**config.mk**
```make
export PLATFORM = sky130hd
export DESIGN_NAME = mux_rr_arbiter_flat
export DESIGN_NICKNAME = d
export VERILOG_FILES = /design/src/rtl/mux_rr_arbiter_pkg.sv /design/src/rtl/mux_rr_arbiter_if.sv /design/src/rtl/mux_rr_arbiter_rr_pick.sv /design/src/rtl/mux_rr_arbiter.sv /design/src/flat_wrapper.sv
export SDC_FILE = /design/constraint.sdc
export NUM_CORES = 1
export LEC_CHECK = 0
export ABC_AREA = 1
export CAP_MARGIN = 5
export CORE_AREA = 3 3 40 42
export CTS_BUF_LIST = sky130_fd_sc_hd__clkbuf_2
export DETAILED_ROUTE_END_ITERATION = 12
export DIE_AREA = 0 0 43 45
export PLACE_DENSITY = 0.6
export SLEW_MARGIN = 30
export SYNTH_ARGS = -nofsm -noshare
export SYNTH_HDL_FRONTEND = slang
export SYNTH_SLANG_ARGS = --single-unit
```
**constraint.sdc**
```tcl
create_clock -name clk -period 2.2 [get_ports clk]
set_clock_uncertainty 0.1 [all_clocks]
set_input_delay 0.44 -clock clk [delete_from_list [all_inputs] [get_ports clk]]
set_output_delay 0.44 -clock clk [all_outputs]
set_load 0.02 [all_outputs]
```
**src/rtl/mux_rr_arbiter_pkg.sv**
```systemverilog
// Shared types and helpers for the round-robin mux-select arbiter.
package mux_arb_pkg;

    typedef enum logic {
        ARB_IDLE  = 1'b0,
        ARB_GRANT = 1'b1
    } arb_state_t;

    // Priority pointer after releasing input sel: the requester just past it,
    // wrapping to 0 after the last input (N need not be a power of 2).
    function automatic int next_ptr(input int sel, input int n);
        return (sel == n - 1) ? 0 : sel + 1;
    endfunction

endpackage

```
**src/rtl/mux_rr_arbiter_if.sv**
```systemverilog
// Request / grant / select bundle between requesters, arbiter and downstream mux.
interface mux_rr_arbiter_if #(
    parameter int N = 2
);
    localparam int SEL_W = $clog2(N);

    logic [N-1:0]     req;
    logic             out_ready;
    logic [N-1:0]     gnt;
    logic [SEL_W-1:0] sel;
    logic             out_valid;

    // Arbiter side: sees requests and downstream ready, drives grant and select.
    modport master (
        input  req,
        input  out_ready,
        output gnt,
        output sel,
        output out_valid
    );

    // Environment side: requesters plus downstream consumer.
    modport slave (
        output req,
        output out_ready,
        input  gnt,
        input  sel,
        input  out_valid
    );
endinterface

```
**src/rtl/mux_rr_arbiter_rr_pick.sv**
```systemverilog
// Combinational rotating-priority picker: first set req bit at or after ptr.
module rr_pick #(
    parameter int N     = 2,
    parameter int SEL_W = 1
) (
    input  logic [N-1:0]     req,
    input  logic [SEL_W-1:0] ptr,
    output logic             any,
    output logic [SEL_W-1:0] idx,
    output logic [N-1:0]     onehot
);

    // Scan ptr, ptr+1, ..., wrapping at N; the first requester seen wins.
    always_comb begin : search
        int               pos;
        logic [SEL_W-1:0] pos_idx;
        any     = 1'b0;
        idx     = '0;
        onehot  = '0;
        pos     = 0;
        pos_idx = '0;
        for (int k = 0; k < N; k++) begin
            pos = int'(ptr) + k;
            if (pos >= N) begin
                pos = pos - N;
            end
            pos_idx = SEL_W'(pos);
            if (!any && req[pos_idx]) begin
                any = 1'b1;
                idx = pos_idx;
            end
        end
        if (any) begin
            onehot[idx] = 1'b1;
        end
    end

endmodule

```
**src/rtl/mux_rr_arbiter.sv**
```systemverilog
// Round-robin arbiter driving a N:1 mux select, with per-grant burst limit
// and a valid/ready hold so sel never changes under backpressure.
module mux_rr_arbiter
    import mux_arb_pkg::*;
#(
    parameter int N     = 2,
    parameter int BURST = 1
) (
    input  logic              clk,
    input  logic              rst_n,
    mux_rr_arbiter_if.master  bus
);

    localparam int SEL_W = $clog2(N);
    localparam int CNT_W = $clog2(BURST + 1);
    localparam logic [CNT_W-1:0] CNT_LAST = CNT_W'(BURST - 1);

    arb_state_t       state, state_nx;
    logic [SEL_W-1:0] ptr, ptr_nx;
    logic [SEL_W-1:0] sel_q, sel_nx;
    logic [CNT_W-1:0] cnt, cnt_nx;
    logic [N-1:0]     gnt_q, gnt_nx;
    logic             valid_q, valid_nx;

    logic             xfer;
    logic             rel;
    logic [SEL_W-1:0] pick_ptr;
    logic             pick_any;
    logic [SEL_W-1:0] pick_idx;
    logic [N-1:0]     pick_onehot;

    // A release happens on the last beat of a burst or when the owner has
    // stopped requesting; the picker then already uses the rotated pointer so
    // the next grant lands on the same edge with no bubble.
    assign xfer     = valid_q & bus.out_ready;
    assign rel      = xfer & ((cnt == CNT_LAST) | ~bus.req[sel_q]);
    assign pick_ptr = rel ? SEL_W'(next_ptr(int'(sel_q), N)) : ptr;

    rr_pick #(
        .N     (N),
        .SEL_W (SEL_W)
    ) u_pick (
        .req    (bus.req),
        .ptr    (pick_ptr),
        .any    (pick_any),
        .idx    (pick_idx),
        .onehot (pick_onehot)
    );

    // State and registered outputs; reset clears immediately, mid-burst too.
    always_ff @(posedge clk or negedge rst_n) begin
        if (!rst_n) begin
            state   <= ARB_IDLE;
            ptr     <= '0;
            cnt     <= '0;
            gnt_q   <= '0;
            sel_q   <= '0;
            valid_q <= 1'b0;
        end else begin
            state   <= state_nx;
            ptr     <= ptr_nx;
            cnt     <= cnt_nx;
            gnt_q   <= gnt_nx;
            sel_q   <= sel_nx;
            valid_q <= valid_nx;
        end
    end

    // Next state: leave idle on any request, return only when a release finds no one.
    always_comb begin
        state_nx = state;
        unique case (state)
            ARB_IDLE:  state_nx = pick_any ? ARB_GRANT : ARB_IDLE;
            ARB_GRANT: state_nx = (rel && !pick_any) ? ARB_IDLE : ARB_GRANT;
            default:   state_nx = ARB_IDLE;
        endcase
    end

    // Next outputs, pointer and burst count; everything holds unless a grant
    // is issued, a beat is transferred, or the owner is released.
    always_comb begin
        ptr_nx   = ptr;
        cnt_nx   = cnt;
        gnt_nx   = gnt_q;
        sel_nx   = sel_q;
        valid_nx = valid_q;
        unique case (state)
            ARB_IDLE: begin
                if (pick_any) begin
                    gnt_nx   = pick_onehot;
                    sel_nx   = pick_idx;
                    valid_nx = 1'b1;
                    cnt_nx   = '0;
                end
            end
            ARB_GRANT: begin
                if (rel) begin
                    ptr_nx = pick_ptr;
                    cnt_nx = '0;
                    if (pick_any) begin
                        gnt_nx   = pick_onehot;
                        sel_nx   = pick_idx;
                        valid_nx = 1'b1;
                    end else begin
                        gnt_nx   = '0;
                        valid_nx = 1'b0;
                    end
                end else if (xfer) begin
                    cnt_nx = cnt + CNT_W'(1);
                end
            end
            default: begin
                gnt_nx   = '0;
                valid_nx = 1'b0;
            end
        endcase
    end

    assign bus.gnt       = gnt_q;
    assign bus.sel       = sel_q;
    assign bus.out_valid = valid_q;

endmodule

```
**src/flat_wrapper.sv**
```systemverilog
// flat-port wrapper written by rule: the top's interface ports become plain ports
module mux_rr_arbiter_flat import mux_arb_pkg::*;
#(
    parameter int N     = 2,
    parameter int BURST = 1
)
  (clk, rst_n, bus_req, bus_out_ready, bus_gnt, bus_sel, bus_out_valid);
  mux_rr_arbiter_if #(.N(N)) bus_i ();
  input  logic clk;
  input  logic rst_n;
  input wire logic [$bits(bus_i.req)-1:0] bus_req;
  input wire logic [$bits(bus_i.out_ready)-1:0] bus_out_ready;
  output wire logic [$bits(bus_i.gnt)-1:0] bus_gnt;
  output wire logic [$bits(bus_i.sel)-1:0] bus_sel;
  output wire logic [$bits(bus_i.out_valid)-1:0] bus_out_valid;
  assign bus_i.req = bus_req;
  assign bus_i.out_ready = bus_out_ready;
  assign bus_gnt = bus_i.gnt;
  assign bus_sel = bus_i.sel;
  assign bus_out_valid = bus_i.out_valid;
  mux_rr_arbiter #(.N(N), .BURST(BURST)) u_core (.clk(clk), .rst_n(rst_n), .bus(bus_i));
endmodule
```
==> Word level (Yosys, flattened, before mapping) <==
Index checks and enable logic that the tools add are counted.
{ "totals": {"reg_bits": 7} }
{ "classes": {"addsub": 5, "order_cmp": 7, "n_eq_ne": 3, "muxes": 33, "bitwise_logic": 6, "n_reduce_logical": 8} }
{ "ops": {"columns": ["operator", "count"], "rows": [
  ["two-way mux 1 bit", 24],
  ["less-than comparator 1 x 2 -> 1 bit, second input constant", 4],
  ["case mux 1 bit (2 select lines)", 4],
  ["two-way mux 2 bit", 3],
  ["AND reduction 2 bit", 3],
  ["case mux 2 bit (2 select lines)", 1],
  ["logical AND 1 bit", 3],
  ["!= test 3 bit, second input constant", 1],
  ["NOT 1 bit", 3],
  ["adder 1 bit, second input constant", 2],
  ["adder 1 x 1 -> 2 bit, second input constant", 1],
  ["AND 1 bit", 2],
  ["greater-or-equal comparator 1 x 2 -> 1 bit, second input constant", 1],
  ["greater-or-equal comparator 2 bit, second input constant", 1],
  ["logical NOT 1 bit", 2],
  ["!= test 2 x 1 -> 1 bit, second input constant", 1],
  ["!= test 2 bit, second input constant", 1],
  ["subtractor 1 bit, second input constant", 2],
  ["demux 1 bit (select 1 bit)", 1],
  ["greater-or-equal comparator 1 bit, second input constant", 1],
  ["OR 1 bit", 1]
]} }

==> Logic depth before layout (Yosys ltp) <==
{ "depth": {"ltp_word": 21, "ltp_mapped": 9} }

==> By module <==
From an unflattened synthesis, not the netlist that was laid out.
{ "hier_totals": {"hier_cells": 49, "hier_area_um2": 366.6} }
{ "modules_own_cells": {"columns": ["mod", "instances", "cells_per_inst", "area_each_um2", "seq_area_each_um2"], "rows": [
  ["mux_rr_arbiter", 1, 42, 336.6, 175.2],
  ["rr_pick", 1, 7, 30.0, 0.0]
]} }

==> Worst setup path after synthesis <==
Ideal clock, no wire load.
{ "synth_timing": {"kind": "flip-flop to flip-flop", "start": "reg u_core.sel_q, in the netlist u_core.bus.sel", "end": "reg u_core.valid_q, in the netlist u_core.bus.out_valid", "setup_time_ns": 0.124, "t_arrival_ns": 1.058, "path_slack_ns": 0.918, "path_stages_with_launch": 9, "path_buffers": 0, "path_cell_list": "dfrtp_1 inv_1 nand2_1 nand3_2 nand2_4 o21ai_1 inv_1 nand2_1 nand2_1"} }
{ "synth_between": {"elab_chain_len": 17} }
{ "synth_lines": {"columns": ["item", "line_no", "source"], "rows": [
  ["start, declared", "mux_rr_arbiter.sv:20", "logic [SEL_W-1:0] sel_q, sel_nx;"],
  ["start signal, assigned", "mux_rr_arbiter.sv:64", "sel_q <= sel_nx;"],
  ["two-way mux 1 bit (implied by the code) (2 in a row)", "mux_rr_arbiter.sv:36", "assign rel = xfer & ((cnt == CNT_LAST) | ~bus.req[sel_q]);"],
  ["NOT 1 bit", "mux_rr_arbiter.sv:36", null],
  ["OR 1 bit", "mux_rr_arbiter.sv:36", null],
  ["AND 1 bit", "mux_rr_arbiter.sv:36", null],
  ["two-way mux 1 bit", "mux_rr_arbiter.sv:37", "assign pick_ptr = rel ? SEL_W'(next_ptr(int'(sel_q), N)) : ptr;"],
  ["greater-or-equal comparator 1 x 2 -> 1 bit / subtractor 1 bit (equally long branches)", "mux_rr_arbiter_rr_pick.sv:24, mux_rr_arbiter_rr_pick.sv:25", null],
  ["two-way mux 1 bit", "mux_rr_arbiter_rr_pick.sv:24", "if (pos >= N) begin"],
  ["two-way mux 1 bit (implied by the code) (2 in a row)", "mux_rr_arbiter_rr_pick.sv:28", "if (!any && req[pos_idx]) begin"],
  ["two-way mux 1 bit", "mux_rr_arbiter_rr_pick.sv:28", null],
  ["logical NOT 1 bit", "mux_rr_arbiter_rr_pick.sv:28", null],
  ["logical AND 1 bit", "mux_rr_arbiter_rr_pick.sv:28", null],
  ["two-way mux 1 bit", "mux_rr_arbiter_rr_pick.sv:28", null],
  ["two-way mux 1 bit", "mux_rr_arbiter.sv:100", "if (pick_any) begin"],
  ["two-way mux 1 bit", "mux_rr_arbiter.sv:97", "if (rel) begin"],
  ["case mux 1 bit (2 select lines)", "mux_rr_arbiter.sv:87", "unique case (state)"],
  ["end signal, assigned", "mux_rr_arbiter.sv:65", "valid_q <= valid_nx;"],
  ["end, declared", "mux_rr_arbiter.sv:23", "logic valid_q, valid_nx;"]
]} }
Several ways; a longest one is shown, not always the timed one. The select of a mux whose other input is x is not followed.
A chain may end at the register's enable or synchronous reset.

==> Final worst setup path <==
{ "layout_timing": {"start": "reg u_core.sel_q, in the netlist u_core.bus.sel", "end": "out bus_sel"} }
{ "layout_rtl": {"columns": ["item", "line_no", "source"], "rows": [
  ["end, declared", "flat_wrapper.sv:14", "output wire logic [$bits(bus_i.sel)-1:0] bus_sel;"]
]} }
No word-level cell between the ends.

==> flow_metrics.py <==
metrics = {
    "sta": {
        "fmax_mhz": 561,
        "finalCriticalPeriod_ns": 1.78,
        "hold_viol": 0,
        "rsz0062_at_grt": "false",
        "whs_ns": 0.362,
        "timing.final.crit_share": 0.810,
        "tightest_slew_ns": 0.324,
        "drv_slew": 0,
        "setup_viol": 0,
        "finalSetupTns_ns": 0,
        "slew-limit-headroom": 0.783,
        "layout_setup_ws_ns": 0.419,
    },
    "route": {
        "wl_per_cell_um": 9.37,
        "drt_first_pass_iters": 4,
        "initialDrtViolationCount": 3,
        "ant_nets": 0,
        "vias": 312,
        "avgViaCountPerCell": 4.27,
        "drc": 0,
        "routed_wl_um": 684,
    },
    "run_status": {
        "status": "completed",
    },
    "setup_path": {
        "critical_path_buf_inv_count": 1,
        "cpPeakStageDelay_ns": 0.62,
        "crit_cells": 1,
        "r2r_start": "u_core.bus.sel",
        "crit_arrival_ns": 1.24,
        "critPathKind": "reg -> out",
        "cp_max_fo": 4,
        "startpoint": "u_core.bus.sel",
        "cp_slowest_cell": "clkdlybuf4s50_1",
        "worstSetupEndpoint": "bus_sel",
        "crit_chain": "clkdlybuf4s50_1",
        "r2r-end": "u_core.bus.gnt[1]",
        "worstSetupEndpointType": "output pin",
        "cp-start-kind": "register",
        "reg2reg_depth": 8,
        "cp_top_family": "buffers and inverters",
        "rrSetupSlack_ns": 0.91,
        "crit_required_ns": 1.66,
    },
    "cells_and_area": {
        "drive_above_1_share": 0.155,
        "nets": 64,
        "final_common_cell": "nand2_1",
        "multi_input_area_um2": 151,
        "nFillCells": 133,
        "ff_latch_area_um2": 175,
        "syn2layout_area_growth_pct": 33.3,
        "diodes": 0,
        "layout_common_cells": "14 x nand2_1, 8 x inv_1, 8 x clkdlybuf4s50_1",
        "layout.cells.non_filler": 73,
    },
    "logic_synthesis": {
        "ys_seq_area_frac": 0.491,
        "synth_xor_area_frac": 0,
        "ys_warn_count": 0,
        "synth.area.top_cells": "dfrtp_1 49%, nand2_1 15%, inv_1 8.4%, nand3_2 5.6%, nand3_1 4.2%",
        "synth-compound-area-share": 0.0702,
        "avgSynthCellArea_um2": 7.75,
        "muxShareOfSynthArea": 0,
        "yosysTopAreaCellShare": 0.491,
        "synth_top_family_by_area": "simple AND/OR/NAND/NOR gates",
        "yosys.area_share.simple": 0.354,
        "ys_seq_elements": 7,
        "synth_fa_ha_area_frac": 0,
        "synth_area_leader_cell": "dfrtp_1",
        "ys_types": 10,
        "synth_cells": 46,
        "netlist_area_um2": 357,
        "synthesis.nets": 51,
    },
    "floorplanning": {
        "die_h_um": 45,
        "io_pins": 9,
        "start_util": 0.278,
        "die_x_um": 43,
        "coreArea_um2": 1280,
        "num_rows": 13,
        "die-area_um2": 1940,
    },
    "global_routing": {
        "grt_max_degree": 8,
        "grt_pass1_wl_mm": 1.12,
        "grt_pass1_vias": 266,
        "antenna_found_initial": 0,
        "grt-ovfl-total": 0,
        "grt_usage": 0.0865,
    },
    "job": {
        "maxCapViolations": 0,
    },
    "cts": {
        "htreeDepth": 1,
        "ctsHoldBuffers": 0,
        "cts_buffers": 3,
        "clkTransAtPathRegs_ns": 0.07,
        "cts.sinks": 7,
        "cts.repair.resized": 0,
        "cts_tree": "built",
        "clock-root-buffer": "clkbuf_2",
        "clock_latency_ns": 0.23,
        "post-cts-setup-buffer-count": 0,
        "clk_path_buf_depth": 2,
    },
    "place": {
        "post-place-ws_ns": 0.386,
        "dp_hpwl_um": 565,
        "gp_congestion": 0.846,
        "numPlacedInstances": 69,
        "port_buffers": 8,
    },
    "worst_hold_path": {
        "min_path_type": "in -> async",
    },
    "pwr": {
        "total_power_w": 0.000559,
        "power.net_switching_w": 0.000222,
        "pwr-share-comb": 0.463,
        "power_density_nw_per_um2": 1180,
        "leakagePower_nw": 0.248,
        "cellInternalPower_w": 0.000337,
        "swShare": 0.397,
        "peakVddDrop_mv": 0.617,
        "pwr-share-seq": 0.369,
        "p_clk_frac": 0.167,
    },
}
==> cell type report <==
class / count / share of cell area
sequential: 7 / 0.368
multi-input combinational: 31 / 0.318
timing repair buffer: 8 / 0.168
inverter: 8 / 0.0632
clock buffer: 4 / 0.0421
tap: 15 / 0.0395
==> logic make-up after synthesis <==
logic type,Yosys count
flops,7
simple gates,26
buf+inv,8
compound gates,5
==> Yosys cell counts (all sizes together) <==
| cell | instances |
|---|---|
| dfrtp | 7 |
| nand3 | 5 |
| o21ai | 5 |
| nand2 | 17 |
| nor2 | 4 |
| inv | 8 |
==> power by group through the flow <==
stage          clock [W]  combinational [W]  sequential (W)
2_1_floorplan          0           0.000114        0.000250
3_3_place_gp           0           0.000262        0.000209
3_5_place_dp           0           0.000262        0.000211
4_1_cts        0.0000991           0.000263        0.000208
5_1_grt         0.000106           0.000286        0.000212
6_report       0.0000937           0.000259        0.000206
==> state kept, by name, indices dropped and copies added (netlist names) <==
name and count:
u_core.bus.out_valid 1, u_core.bus.gnt 2, u_core.bus.sel 1, u_core.ptr 1, u_core.state 1, u_core.cnt 1
==> worst min path at each step <==
stage	cells after the start	endpoint	start
CTS	1	u_core.bus.out_valid	rst_n
detailed placement	2	u_core.bus.gnt[1]	u_core.bus.gnt[1]
global placement	2	u_core.bus.gnt[1]	u_core.bus.gnt[1]
floorplan	0	u_core.bus.gnt[0]	rst_n
global route	1	u_core.cnt	rst_n
finish	1	u_core.bus.out_valid	rst_n
==> metal layers <==
metal | share of wire | GRT usage | routed length [um]
met5 | 0 | 0 | 0
met4 | 0 | 0.0361 | 0
met3 | 0.075 | 0.0717 | 51
met2 | 0.46 | 0.117 | 318
met1 | 0.46 | 0.0988 | 315
==> metrics by stage <==
stage | utilization | instance area [um2]
detailed placement | 0.354 | 455
floorplan | - | 357
finish | 0.370 | 475
CTS | 0.370 | 475
global route | 0.370 | 475
global placement | 0.354 | 455
No activity file was read; power rests on OpenSTA's default activity.
==> RTL change (same settings) <==
Reset style: synchronous (`rst_n`), changed in one clocked block.
--- a/src/rtl/mux_rr_arbiter.sv
+++ b/src/rtl/mux_rr_arbiter.sv
@@ -50,3 +50,3 @@
     // State and registered outputs; reset clears immediately, mid-burst too.
-    always_ff @(posedge clk or negedge rst_n) begin
+    always_ff @(posedge clk) begin
         if (!rst_n) begin
Check against the original RTL: differs if rst_n is asserted again (counterexample within 4 cycles, from zero or initial values and one cycle with rst_n low); with rst_n held inactive, the same outputs for 10 cycles.
==> RTL change against the original RTL <==
Count of clock-buffer cells in the layout unchanged; sequential cell count stayed put; design area is 6.8% lower; utilization fell by 2.5 points; worst setup slack lost 0.0017 ns; routed wire length shrank 9.1%; area after synthesis fell by 9.1%; critical path type unchanged; critical endpoint unchanged.
Power is not compared: it rests on default switching activity, and its combinational part moved more than twofold at a synthesized area within 25%.
==> RTL change: results (changes against the original RTL) <==
outcome: "finished, final reports clean"
synth_fp_nets: 50  # -2.0%
grt_pass1_vias: 291  # +9.4%
track_usage: 0.0742  # -0.0123
ys_types: 14  # +4
wl_um: 622  # -9.1%
place.gp.congestion: 0.787  # -7.0%
hp-class: "reg -> reg"
dp_hpwl_um: 516  # -8.7%
worst_slew_pin_slew_ns: 0.291  # -0.0325 ns
powerSeq_w: 0.000142
timing.rr.end: "u_core.bus.gnt[0]"
synthTopCellsByArea: "dfxtp_1 43%, nand2_1 12%, a21oi_1 9.3%"
grt_pass1_wl_um: 1060  # -6.1%
grt_max_degree: 6  # -2
n_fill_cell: 151  # +14%
fin_nets: 63  # -1.6%
ff2ff_path_depth: 9  # +1
clkPwrFrac: 0.313
n_antenna_cell: 0  # unchanged
r2r_slack_ns: 0.93  # +0.02 ns
seq_area_um2: 140  # -20%
critPathMaxFanout: 5  # +1
rr_startpoint: "u_core.bus.sel"
yosysSeqAreaShare: 0.432  # -0.0588
async_flop_share: 0  # -1.00
vias_per_cell: 4.33  # +1.4%
synth_commonest_cells: "10 x nand2_1, 7 x dfxtp_1, 6 x a21oi_1, 6 x inv_1, 4 x nor2_1"
ys.flop_type: "dfxtp_1"
hold_start: "u_core.cnt"
layout-drive-gt1-share: 0.175  # +0.0203
dpl_cell_area_um2: 423  # -7.1%
p_sw_frac: 0.283
drt_iter0_markers: 5  # +2
-- RTL change: cell count changes after synthesis, sizes merged --
cell / change
dfxtp: +7
nand3: -1
nor2: +1
a21oi: +7
inv: -1
nor3: +1
dfrtp: -7
nand2: -5
o21ai: -3
-- RTL change: per-stage QoR --
stage          worst slack (ns)  hold slack, ns  std cells  total power [W]
6_report                  0.417           0.363         72         0.000296
3_5_place_dp              0.340           0.360         68         0.000207
3_3_place_gp              0.340           0.352         68         0.000207
5_1_grt                   0.319           0.398         72         0.000316
2_1_floorplan             0.897           0.335         45         0.000181
4_1_cts                   0.393           0.370         72         0.000303
-- RTL change: cell type report --
type,instances,share of cell area
tap,15,0.0424
multi-input combinational,31,0.356
clock buffer,4,0.0452
timing repair buffer,8,0.181
sequential,7,0.316
inverter,7,0.0593
-- RTL change: cell families after synthesis --
group	synth area share
and+or+nand+nor	0.313
AOI/OAI and AO/OA	0.174
DFF	0.432
buffers and inverters	0.0811
-- RTL change: worst min path at each step --
| stage | end | cells after the start |
|---|---|---|
| finish | u_core.cnt | 2 |
| global route | u_core.cnt | 2 |
| CTS | u_core.cnt | 2 |
| global placement | u_core.cnt | 2 |
| detailed placement | u_core.cnt | 2 |
| floorplan | u_core.cnt | 2 |
-- RTL change: layer usage --
metal  global-route usage  vias to the layer above  wire, um
met5                    0                        -         0
met4               0.0542                        0         4
met3               0.0239                        2        34
met2                0.105                        6       268
met1               0.0944                      136       315
li1                     -                      168         -
-- RTL change: worst min-delay path: stages, from the launching register on --
cell	delay, ns
dfxtp_1	0.32
nand2_1	0.06
nor3_1	0.04
